`src/rtl/pps_timebase_pkg.sv`:
```
// Shared types and default timing constants for the 1PPS timebase controller.
package pps_timebase_pkg;

  typedef enum logic [1:0] {
    ST_IDLE     = 2'd0,
    ST_ACQUIRE  = 2'd1,
    ST_LOCKED   = 2'd2,
    ST_HOLDOVER = 2'd3
  } pps_state_e;

  localparam int unsigned DEF_NOMINAL_PERIOD = 250_000_000;
  localparam int unsigned DEF_TOL            = 2500;

endpackage

```
`src/rtl/pps_timebase_ctrl_sync.sv`:
```
// Brings the asynchronous 1PPS into the clock domain: two-flop synchronizer
// followed by a registered rising-edge detect (edge_o is a one-cycle pulse).
module pps_edge_sync (
  input  logic clk_i,
  input  logic rst_i,
  input  logic pps_i,
  output logic edge_o
);

  logic meta_q, sync_q, prev_q, edge_q;

  always_ff @(posedge clk_i or posedge rst_i) begin
    if (rst_i) begin
      meta_q <= 1'b0;
      sync_q <= 1'b0;
      prev_q <= 1'b0;
      edge_q <= 1'b0;
    end else begin
      meta_q <= pps_i;
      sync_q <= meta_q;
      prev_q <= sync_q;
      edge_q <= sync_q & ~prev_q;
    end
  end

  assign edge_o = edge_q;

endmodule

```
`src/rtl/pps_timebase_ctrl.sv`:
```
// Qualifies 1PPS edges, locks to them and drives the one-cycle counter_reset
// for the elapsed-time counters, free-running synthetic resets on PPS loss.
module pps_timebase_ctrl
  import pps_timebase_pkg::*;
#(
  parameter int unsigned NOMINAL_PERIOD = DEF_NOMINAL_PERIOD,
  parameter int unsigned TOL            = DEF_TOL,
  parameter int unsigned LOCK_COUNT     = 3,
  parameter int unsigned MAX_HOLDOVER   = 16,
  parameter int unsigned PERIOD_W       = 29
) (
  input  logic                clk_250,
  input  logic                reset,
  input  logic                one_pps,
  input  logic                enable,
  input  logic                holdover_en,
  output logic                counter_reset,
  output logic                locked,
  output logic                holdover,
  output logic [1:0]          state,
  output logic [PERIOD_W-1:0] period,
  output logic [31:0]         pps_count,
  output logic [15:0]         err_count
);

  localparam int unsigned GW = $clog2(LOCK_COUNT + 1);
  localparam int unsigned HW = $clog2(MAX_HOLDOVER + 1);

  // One extra bit so cnt+1 never wraps in the window compares.
  localparam logic [PERIOD_W:0]   NOM_C   = (PERIOD_W+1)'(NOMINAL_PERIOD);
  localparam logic [PERIOD_W:0]   LO_C    = (PERIOD_W+1)'(NOMINAL_PERIOD - TOL);
  localparam logic [PERIOD_W:0]   HI_C    = (PERIOD_W+1)'(NOMINAL_PERIOD + TOL);
  localparam logic [PERIOD_W:0]   EXT_ONE = (PERIOD_W+1)'(1);
  localparam logic [PERIOD_W-1:0] TOL_C   = PERIOD_W'(TOL);
  localparam logic [PERIOD_W-1:0] CNT_ONE = PERIOD_W'(1);
  localparam logic [GW-1:0]       GR_ONE  = GW'(1);
  localparam logic [GW-1:0]       GR_LOCK = GW'(LOCK_COUNT);
  localparam logic [HW-1:0]       HO_ONE  = HW'(1);
  localparam logic [HW-1:0]       HO_MAX  = HW'(MAX_HOLDOVER);

  pps_state_e          state_q, state_d;
  logic [PERIOD_W-1:0] cnt_q, cnt_d;
  logic [GW-1:0]       good_run_q, good_run_d;
  logic [HW-1:0]       ho_q, ho_d;
  logic                first_q, first_d;
  logic [PERIOD_W-1:0] period_q, period_d;
  logic [31:0]         pps_q, pps_d;
  logic [15:0]         err_q, err_d;
  logic                pulse_q, pulse;

  logic                edge_w;
  logic [PERIOD_W:0]   cnt_inc;
  logic [PERIOD_W-1:0] meas;
  logic                early, in_win, err_inc, pulse_req, load_tol;

  pps_edge_sync u_sync (
    .clk_i  (clk_250),
    .rst_i  (reset),
    .pps_i  (one_pps),
    .edge_o (edge_w)
  );

  assign cnt_inc = {1'b0, cnt_q} + EXT_ONE;
  assign meas    = cnt_inc[PERIOD_W] ? '1 : cnt_inc[PERIOD_W-1:0];
  assign early   = cnt_inc < LO_C;
  assign in_win  = !early && (cnt_inc <= HI_C);

  always_comb begin
    state_d    = state_q;
    cnt_d      = (&cnt_q) ? cnt_q : cnt_q + CNT_ONE;
    good_run_d = good_run_q;
    first_d    = first_q;
    ho_d       = ho_q;
    period_d   = period_q;
    pps_d      = pps_q;
    err_inc    = 1'b0;
    pulse_req  = 1'b0;
    load_tol   = 1'b0;
    if (!enable) begin
      state_d = ST_IDLE;
    end else begin
      case (state_q)
        ST_IDLE: begin
          state_d    = ST_ACQUIRE;
          cnt_d      = '0;
          good_run_d = '0;
          first_d    = 1'b1;
        end
        ST_ACQUIRE: if (edge_w) begin
          pulse_req = 1'b1;
          if (first_q) begin
            first_d = 1'b0;
          end else if (in_win) begin
            good_run_d = good_run_q + GR_ONE;
            period_d   = meas;
            if (good_run_q + GR_ONE == GR_LOCK) state_d = ST_LOCKED;
          end else begin
            good_run_d = '0;
            err_inc    = 1'b1;
          end
        end
        ST_LOCKED: begin
          if (edge_w) begin
            if (early) begin
              err_inc = 1'b1;
            end else begin
              pulse_req = 1'b1;
              pps_d     = pps_q + 32'd1;
              period_d  = meas;
            end
          end else if (cnt_inc == HI_C) begin
            err_inc = 1'b1;
            if (holdover_en) begin
              // Entry pulse is TOL late, so preload cnt to keep the nominal phase.
              state_d   = ST_HOLDOVER;
              pulse_req = 1'b1;
              load_tol  = 1'b1;
              ho_d      = HO_ONE;
            end else begin
              state_d    = ST_ACQUIRE;
              first_d    = 1'b1;
              good_run_d = '0;
            end
          end
        end
        ST_HOLDOVER: begin
          if (edge_w && (!early || cnt_q < TOL_C)) begin
            state_d   = ST_LOCKED;
            pulse_req = 1'b1;
            pps_d     = pps_q + 32'd1;
            ho_d      = '0;
          end else if (edge_w) begin
            state_d    = ST_ACQUIRE;
            err_inc    = 1'b1;
            first_d    = 1'b1;
            good_run_d = '0;
            ho_d       = '0;
          end else if (cnt_inc == NOM_C) begin
            pulse_req = 1'b1;
            ho_d      = ho_q + HO_ONE;
            if (ho_q + HO_ONE == HO_MAX) begin
              state_d    = ST_ACQUIRE;
              first_d    = 1'b1;
              good_run_d = '0;
              ho_d       = '0;
            end
          end
        end
        default: state_d = ST_IDLE;
      endcase
    end
    // An edge landing right after a synthetic pulse is still honoured, but
    // never produces a back-to-back reset.
    pulse = pulse_req & ~pulse_q;
    if (pulse) cnt_d = load_tol ? TOL_C : '0;
    err_d = (err_inc && err_q != 16'hFFFF) ? err_q + 16'd1 : err_q;
  end

  always_ff @(posedge clk_250 or posedge reset) begin
    if (reset) begin
      state_q    <= ST_IDLE;
      cnt_q      <= '0;
      good_run_q <= '0;
      ho_q       <= '0;
      first_q    <= 1'b0;
      period_q   <= '0;
      pps_q      <= '0;
      err_q      <= '0;
      pulse_q    <= 1'b0;
    end else begin
      state_q    <= state_d;
      cnt_q      <= cnt_d;
      good_run_q <= good_run_d;
      ho_q       <= ho_d;
      first_q    <= first_d;
      period_q   <= period_d;
      pps_q      <= pps_d;
      err_q      <= err_d;
      pulse_q    <= pulse;
    end
  end

  assign counter_reset = pulse;
  assign locked        = (state_q == ST_LOCKED);
  assign holdover      = (state_q == ST_HOLDOVER);
  assign state         = state_q;
  assign period        = period_q;
  assign pps_count     = pps_q;
  assign err_count     = err_q;

endmodule

```
`config.mk`:
```
export PLATFORM = sky130hd
export DESIGN_NAME = pps_timebase_ctrl
export DESIGN_NICKNAME = d
export VERILOG_FILES = /design/src/rtl/pps_timebase_pkg.sv /design/src/rtl/pps_timebase_ctrl_sync.sv /design/src/rtl/pps_timebase_ctrl.sv
export SDC_FILE = /design/constraint.sdc
export NUM_CORES = 1
export LEC_CHECK = 0
export ABC_AREA = 1
export BUFFER_PORTS_ARGS = -buffer_cell sky130_fd_sc_hd__buf_2
export CAP_MARGIN = 20
export CORE_MARGIN = 4
export CORE_UTILIZATION = 46
export CTS_CLUSTER_SIZE = 30
export DETAILED_ROUTE_END_ITERATION = 7
export PLACE_DENSITY = 0.64
export SLEW_MARGIN = 5
export SYNTH_ARGS = -nofsm -noshare
export SYNTH_HDL_FRONTEND = slang
export SYNTH_SLANG_ARGS = --single-unit
export TNS_END_PERCENT = 10
```
`constraint.sdc`:
```
create_clock -name clk_250 -period 4.5 [get_ports clk_250]
set_input_delay 0.225 -clock clk_250 [delete_from_list [all_inputs] [get_ports clk_250]]
set_output_delay 0.225 -clock clk_250 [all_outputs]
set_load 0.02 [all_outputs]
```
==> flow_results.org, run 1 <==
** Global routing
- In the global route stage, overall resource usage came out at 0.2192.
- The first global-routing pass estimated 34.69 mm of wire.
- Aggregate global routing overflow :: 0
- The initial antenna violation count was 0.
- The via count of the first global-routing pass was 6,743.
- Pin count of the biggest net entering global routing :: 56

** Pwr
- The share of total power dissipated in sequential elements is 0.367.
- Of the total power, the share spent switching nets is 0.3376.
- Part of the total power dissipated in combinational logic :: 0.235
- The analysis attributes to net switching a power of 1.183 mW.
- The internal portion of the total power is 2.322 mW.
- After layout, the design draws a total of 3.505 mW.
- IR drop worst, VDD :: 0.0002878 V
- The share of total power dissipated in the clock network is 0.398.
- Power density over cell area :: 387.4 nW/µm²
- Total leakage power :: 4.407 nW

** Clocking
- Clock-pin slew was measured on the worst setup and hold paths at 0.05 ns.
- Quantity of hold-fixing buffers added after cts :: 2
- In this run the post-CTS setup repair buffer count came out at 0.
- Num CTS Buffers :: 17
- Clock latency on the worst-skew pair :: 0.42 ns
- The H-tree generated during clock tree synthesis spans 4 levels.
- # clock sinks :: 121
- Cell chosen for the clock root :: sky130_fd_sc_hd__clkbuf_16
- Resized cells post-CTS :: 0
- TritonCTS built the clock tree.
- The clock passes through at most 2 buffers.

** STA
- The worst path in the final design needs a cycle of 3.525 ns, including I/O delays and setup.
- In the finished design, the share of the clock period the worst path needs comes to 0.7834.
- Setup tns final :: 0 ns
- Clock skew on the completed layout was measured at 0.008545 ns.
- For this run, the top clock speed supported by timing is 283.6 MHz.
- Final setup viols :: 0
- Pin slew with the least headroom to its limit :: 0.7303 ns
- Count of endpoints failing hold in the final timing report :: 0
- Setup repair after global routing left no endpoint under its margin.
- Count of pins over their slew limit :: 0
- Relative max-transition margin :: 0.5067

** Worst setup path
- Most common cell on crit path :: sky130_fd_sc_hd__nand2_1
- Delay of the slowest critical-path stage :: 0.53 ns
- List of cells traversed by the critical path :: nand2_4 -> nor2_2 -> nand2_1 -> nor2_2 -> nand2_1 -> nor2_4 -> nor2_4 -> nand2_1 -> nor2_2 -> nand2_1 -> nor2_1 -> nor2_2 -> nand2_1 -> a21oi_2 -> nand2_2 -> nand2_4 -> inv_1 -> buf_2
- Together, buffers and inverters on the worst path number 2.
- Nature of the critical path startpoint :: flop
- For this design, the slowest cell found on the critical path is sky130_fd_sc_hd__dfrtp_1.
- The setup path with the least slack is of type flop to primary output.
- Endpoint of the most critical register-to-register path :: period[24]
- Highest net fanout along the worst path :: 27
- Crit path DAT :: 3.30 ns
- Largest delay share family, worst path :: simple AND/OR/NAND/NOR gates
- Reg2reg start :: cnt_q[3]
- The worst setup path is captured at a primary output.
- Number of cells traversed by the worst register-to-register path :: 16
- Endpoint required time on the critical path :: 4.28 ns
- Setup slack on the worst reg-to-reg path comes out at 1.19 ns.

** Die
- Area of the die :: 19,280 µm²
- The die is 138.8 µm tall.
- In this run the horizontal extent of the chip is 138.8 µm.
- Starting density of the core :: 0.4715
- After floorplanning, the core was sized to cover 16,700 µm².
- Number of I/O pins :: 87
- Site Rows :: 47

** Detailed routing
- Post-DRT Antenna Nets :: 0
- Detailed-route vias per instance :: 5.074
- Routed wire length per instance :: 14.62 µm
- Vias :: 7,144
- 1st-iter DRT viols :: 536
- Number of detailed-route iterations in the first pass :: 6
- In the routed design, unresolved DRC markers number 0.
- Aggregate routed wire length :: 20.59 mm

** Run status
- Status :: finished, final reports clean

** Synth
- Of the post-synthesis cell area, the dominant cell type holds 0.3845.
- The biggest area contributor in the post-synthesis netlist is sky130_fd_sc_hd__dfrtp_1.
- After technology mapping, the gate count stands at 1,087.
- In this run, synthesis produced a sequential element count of 121.
- Area contributors post-synth :: sky130_fd_sc_hd__dfrtp_1, sky130_fd_sc_hd__nand2_1, sky130_fd_sc_hd__nor2_1
- Yosys printed 0 warnings.
- Dominant synthesized flop cell :: sky130_fd_sc_hd__dfrtp_1
- After synthesis, the mean cell area works out to 7.245 µm².
- In the synthesized netlist, the cells that appear most often are sky130_fd_sc_hd__nand2_1, sky130_fd_sc_hd__nor2_1, sky130_fd_sc_hd__dfrtp_1.
- Post-synth EDFFs :: 0
- In this run the cell area of the synthesized design comes to 7875 µm².
- Most repeated cell in the gate-level netlist after synthesis :: sky130_fd_sc_hd__nand2_1
- Unique cell type count in the Yosys netlist :: 39
- For this run, asynchronously set or reset flops after synthesis account for 1.000.
- Post-synth net total :: 1,097
- Sequential area share after synthesis :: 0.3845

** Job
- Across the run, the number of max-cap violations was 0.

** Layout
- The repair_antennas step left the layout with diodes totalling 0.
- In the final layout, the share of cells above drive strength 1 is 0.1936.
- Area Overhead vs Synth :: 14.89%
- The net count of the finished layout is 1,185.

** Placed design
- Routability-driven placement finished with a final weighted congestion of 1.028.
- Number of buffers added on ports :: 86
- The wire-length estimate of the detail-placed layout is 15.49 mm.

** Min path
- In this run the most critical hold path is launched from enable.
- The path with the worst hold slack has its endpoint at state[0].
- The worst hold path was traced through 3 stages.
- The path class of the tightest hold or removal check is input pin to flop.
## registers in the layout, indices dropped and copies added, names as in the netlist
register,count
state,2
err_count,16
good_run_q,2
cnt_q,29
ho_q,5
pps_count,32
pulse_q,1
period,29
u_sync.sync_q,1
u_sync.prev_q,1
u_sync.edge_o,1
u_sync.meta_q,1
first_q,1
## layer usage
metal,global-route usage,share of wire,vias to the layer above
met4,0.05973,0.017,0
met2,0.3153,0.42,253
met3,0.05000,0.072,32
met5,0,0,-
met1,0.3315,0.49,3229
li1,-,-,3630
## worst min-delay path: cells and delay by family
family	cells	cell delay [ns]
simple gates	2	0.15
buf+inv	1	0.16
## cells by family after synthesis
family | after synthesis | share of synthesized area
buffers and inverters | 130 | 0.07499
muxes | 1 | 0.001271
DFF | 121 | 0.3845
xor gates and xnor gates | 40 | 0.04449
AOI/OAI and AO/OA | 80 | 0.06689
adders and majority gates | 5 | 0.007944
and+or+nand+nor | 710 | 0.4199
## through the flow
stage	cell area [µm²]	utilization	worst slack, ns	hold slack (ns)	instances
2_1_floorplan	7875	-	1.061	0.2564	1087
4_1_cts	9047	0.5417	0.9677	0.1329	1408
3_3_place_gp	8427	0.5046	1.256	0.2686	1374
3_5_place_dp	8427	0.5046	1.220	0.2682	1374
6_report	9047	0.5417	0.9745	0.1525	1408
5_1_grt	9047	0.5417	0.6720	0.1486	1408
## placed cells by master (no fill, tap or decap), drive strengths merged, types with 23 or more instances in the layout
cell      n
buf      90
clkbuf   25
nor3     31
inv     106
o21ai    56
nand3    74
nand4    23
nor2    190
dfrtp   121
nand2   370
## area by class of cell
| type | instances | area [µm²] |
|---|---|---|
| clock buffers | 25 | 485.5 |
| repair buffers | 92 | 480.5 |
| inverters | 107 | 406.6 |
| fillers | 1594 | 7654 |
| well taps | 220 | 275.3 |
| clock inverters | 7 | 115.1 |
| multi-input cells | 836 | 4257 |
| flip-flops and latches | 121 | 3028 |
## worst max path at each step
stage,from,end,slack (ns),cells after the start
final,cnt_q[3],counter_reset,0.97,18
after global routing,cnt_q[8],counter_reset,0.67,18
after CTS,cnt_q[3],counter_reset,0.97,18
after detailed placement,cnt_q[3],pps_count[14],1.22,17
after global placement,cnt_q[2],pps_count[11],1.26,17
after floorplan,reset,cnt_q[0],1.06,1
## power by group through the flow
stage          sequential (mW)  clock [mW]  combinational, mW
2_1_floorplan             1.36           0              0.573
3_3_place_gp              1.30           0              0.825
3_5_place_dp              1.30           0              0.826
4_1_cts                   1.29        1.43              0.829
5_1_grt                   1.30        1.48              0.924
6_report                  1.29        1.40              0.824
No activity file was read; power rests on OpenSTA's default activity.
==> run 2, diff against run 1 <==
ABC_AREA = 0   (was 1)
PLACE_DENSITY = 0.65   (was 0.64)
clock period = 3.5 ns   (was 4.5 ns; I/O delays follow)
==> run 2 against run 1 <==
  * The run now ends with setup timing left
  * Count of clock-buffer cells in the layout is 6 lower
  * Clock power increased by 30%
  * Power up 4.5%
  * Register-to-register slack worse by 1.3 ns
  * Global-route usage increased by 0.14 points
  * First-iteration DRC count decreased by 11%
  * Via count down 13%
  * Combinational power fell by 57%
  * Largest cell class unchanged
==> flow_results.org, run 2 <==
** Run status
- Status :: complete, but fails checks
- The final reports fail on setup timing.

** STA
- Clock Skews :: 0.009069 ns (+0.0005235 ns)
- Pin slew with the least headroom to its limit :: 0.7431 ns (+0.01284 ns)
- Count of pins over their slew limit :: 0 (unchanged)
- RSZ-0062 raised after global routing :: yes
- Hold Worst Slack :: 0.08561 ns (-0.06689 ns)
- The final number of setup-violating endpoints was 44 (+44).
- After layout, the minimum clock period comes to 3.674 ns.
- Setup WS post-layout :: -0.1736 ns (-1.148 ns)
- Relative max-transition margin :: 0.5034 (-0.003348)
- For this run, the top clock speed supported by timing is 272.2 MHz.
- Count of endpoints failing hold in the final timing report :: 0 (unchanged)
- In the finished design, the share of the clock period the worst path needs comes to 1.050.

** Global routing
- The largest net degree at the start of global routing is 73 (+30%).
- GRT Util Overall :: 0.2206 (+0.001383)
- The global routing usage on met1 was 0.3046 (-0.02689).
- The via count of the first global-routing pass was 6,272 (-7.0%).
- Global-route met3 utilization :: 0.04198 (-0.008015)
- The initial antenna violation count is 0 (unchanged).
- Grt met2 use :: 0.3524 (+0.03717)
- The sum of overflow across all layers after global routing was 0 (unchanged).
- The wire length of the first global-routing pass is 31.67 mm (-8.7%).
- Global route hottest layer :: met2

** Layout
- Share of layout cells above drive strength 1 :: 0.3838 (+0.1902)
- Most frequent standard cell in the layout excluding fill and tap cells :: sky130_fd_sc_hd__dfrtp_1
- The area growth from synthesis to layout is 34.58%.
- Post-route standard cell area excluding fillers :: 9495 µm² (+5.0%)
- The number of antenna repair diodes came to 0 (unchanged).
- NumNets Final :: 901 (-24%)
- The library cells used most frequently in the layout, excluding fill and tap cells, are sky130_fd_sc_hd__dfrtp_1, sky130_fd_sc_hd__buf_4, sky130_fd_sc_hd__buf_2.
- The number of flip-flops in the largest register came to 32 (unchanged).

** Synth
- The number of nets in the synthesized netlist came to 726 (-34%).
- Sequential area share after synthesis :: 0.4292 (+0.04466)
- The count of state elements after synthesis was 121 (unchanged).
- For this run, the leading register cell type out of synthesis is sky130_fd_sc_hd__dfrtp_1.
- Gate count after technology mapping :: 716 (-34%)
- The top-area cell type share of the netlist area was 0.4292 (+0.04466).
- Cell type contributing the most total cell area after synthesis :: sky130_fd_sc_hd__dfrtp_1
- Yosys warning count :: 0 (unchanged)
- Yosys attributes the largest share of cell area to sky130_fd_sc_hd__dfrtp_1, sky130_fd_sc_hd__xnor2_1, sky130_fd_sc_hd__nand2_1.
- The number of enable-type register cells in the synthesized netlist came to 0 (unchanged).
- Most frequent cells after synthesis :: sky130_fd_sc_hd__dfrtp_1, sky130_fd_sc_hd__nand2_1, sky130_fd_sc_hd__nor2_1
- The share of synthesized registers carrying an async set or reset was 1.000 (unchanged).
- The average cell area after synthesis is 9.854 µm² (+36%).
- Unique cell type count in the Yosys netlist :: 84 (+120%)
- Post-synthesis instance area :: 7056 µm² (-10%)
- In the post-synthesis netlist, the cell with the most instances is sky130_fd_sc_hd__dfrtp_1.

** Worst setup path
- In this run the worst setup path begins at cnt_q[0].
- The largest fanout of any net on the critical path is 4 (-85%).
- Reg2reg start :: cnt_q[0]
- Endpoint required time on the critical path :: 3.32 ns (-0.96 ns)
- Number of cells traversed by the worst register-to-register path :: 16 (unchanged)
- The worst setup path is of the flop to primary output kind.
- The arrival time reported for the critical path endpoint was 3.50 ns (+0.20 ns).
- Nature of the critical path startpoint :: flop
- STA classifies the critical path endpoint as a primary output.

** Clocking
- Clock latency on the worst-skew pair :: 0.43 ns (about the same)
- Deepest level of the CTS H-tree :: 4 (unchanged)
- TritonCTS clock tree :: built
- Cell chosen for the clock root :: sky130_fd_sc_hd__clkbuf_16
- The CTS buffer count was 17 (unchanged).
- The maximum count of clock buffers along a single path is 2 (unchanged).
- The clock-pin slew reported for the worst setup and hold paths after clock tree synthesis is 0.06 ns (about the same).
- The TritonCTS sink count is 121 (unchanged).

** Min path
- Source of the worst hold timing path :: enable
- The count of cells along the worst hold path was 3 (unchanged).
- Class of the most critical hold timing path :: input pin to flop

** Pwr
- Power density over cell area :: 385.7 nW/µm² (-0.43%)
- Overall power after layout :: 3.663 mW (+4.5%)
- Total leakage power :: 4.689 nW (+6.4%)
- The largest voltage drop on the vdd net was 0.0003079 V (+7.0%).

** Detailed routing
- The residual DRC count is 0 (unchanged).
- The per-cell via count in the routed design is 5.673 (+12%).
- The routed length per instance came to 17.98 µm (+23%).
- Vias :: 6,195 (-13%)
- 1st-iter DRT viols :: 476 (-11%)
- Aggregate routed wire length :: 19.64 mm (-4.6%)
- The number of search-and-repair iterations in the first detailed-routing pass came to 5 (-1).
- The residual antenna-violating net count after detailed routing came to 0 (unchanged).

** Job
- The number of max-cap violations was 0 (unchanged).

** Die
- Starting density of the core :: 0.4676 (-0.003953)
- Vertical die dimension :: 131.8 µm (-5.0%)
- Die width :: 131.8 µm (-5.0%)
- The number of cell rows is 45 (-4.3%).
- The core area came to 15,090 µm² (-9.6%).
- Area of the die :: 17,380 µm² (-9.8%)
- The total I/O pin count is 87 (unchanged).

** Placed design
- Standard cell area after detailed placement :: 8153 µm² (-3.3%)
- Number of buffers added on ports :: 86 (unchanged)
- The placer's final routability congestion estimate was 0.8874 (-14%).
- Total half-perimeter wirelength after legalization and detailed placement :: 13.23 mm (-15%)
-- run 2: changes by cell type after synthesis, moves of 22 or more --
cell,previous run,this run
sky130_fd_sc_hd__nand3_1,67,31
sky130_fd_sc_hd__nor2_1,146,43
sky130_fd_sc_hd__inv_1,102,18
sky130_fd_sc_hd__a21oi_1,15,40
sky130_fd_sc_hd__nand2_1,342,84
sky130_fd_sc_hd__o21ai_2,27,1
sky130_fd_sc_hd__nor2_2,26,0
sky130_fd_sc_hd__and3_1,0,22
sky130_fd_sc_hd__mux2_2,0,23
-- run 2: report_power, final --
part           total [mW]  internal, mW  leakage, nW  switching [mW]
Clock                1.82          1.11        0.299           0.715
Sequential           1.49          1.44         1.66          0.0509
Combinational       0.353         0.145         2.73           0.207
Total                3.66          2.69         4.69           0.974
-- run 2: cell type report --
cell class / count / area [µm²]
well taps: 188 / 235.2
multi-input cells: 535 / 4101
clock buffers: 19 / 452.9
flip-flops and latches: 121 / 3032
clock inverters: 13 / 160.2
inverters: 18 / 70.07
fillers: 1282 / 5594
repair buffers: 198 / 1444
-- run 2: timing repair --
| item | CTS | global route |
|---|---|---|
| endpoints found under the hold margin | 50 | 0 |
| gates resized for setup | 35 | 55 |
| hold buffers | 2 | 0 |
| setup buffers | 15 | 16 |
| cloned | 0 | 2 |
| pin swaps | 19 | 29 |
| endpoints found under the setup margin | 72 | 112 |
-- run 2: routing by layer --
layer / vias up / routed length (µm) / share of wire
met1: 3069 / 8794 / 0.45
met3: 24 / 986 / 0.050
met5: - / 0 / 0
met2: 176 / 9540 / 0.49
li1: 2926 / - / -
met4: 0 / 318 / 0.016
-- run 2: worst max-delay path, stage by stage, from the launching register on --
cell,delay [ns]
sky130_fd_sc_hd__dfrtp_2,0.41
sky130_fd_sc_hd__buf_6,0.12
sky130_fd_sc_hd__nand4_4,0.14
sky130_fd_sc_hd__nor4_4,0.32
sky130_fd_sc_hd__buf_4,0.18
sky130_fd_sc_hd__and3_4,0.20
sky130_fd_sc_hd__a31oi_4,0.12
sky130_fd_sc_hd__or3_4,0.42
sky130_fd_sc_hd__o31ai_4,0.27
sky130_fd_sc_hd__a211oi_2,0.14
sky130_fd_sc_hd__or4_4,0.54
sky130_fd_sc_hd__o21ai_4,0.09
sky130_fd_sc_hd__buf_6,0.14
-- run 2: stage by stage --
stage / util / setup TNS [ns] / instances / setup WS [ns]
2_1_floorplan: - / -0.2234 / 716 / -0.02234
3_3_place_gp: 0.5403 / -0.2972 / 1027 / -0.1095
5_1_grt: 0.6293 / -12.50 / 1092 / -0.3217
6_report: 0.6293 / -3.653 / 1092 / -0.1736
4_1_cts: 0.6000 / -2.314 / 1075 / -0.3428
3_5_place_dp: 0.5403 / -1.987 / 1027 / -0.2394
-- run 2: final timing paths --
check	slack, ns	to
max	-0.17	counter_reset
min	0.09	state[1]
max reg2reg	-0.16	err_count[9]
min reg2reg	0.35	u_sync.sync_q
max in group asynchronous	2.33	period[9]
min in group asynchronous	0.38	u_sync.prev_q
-- run 2: cells by family after synthesis --
logic type               share of synthesized area
AO/OA/AOI/OAI                               0.1305
XOR/XNOR                                   0.09293
adder cells (fa/ha/maj)                   0.008867
buffers and inverters                      0.04096
flip-flops                                  0.4292
multiplexers                               0.07129
AND/OR/NAND/NOR                             0.2263
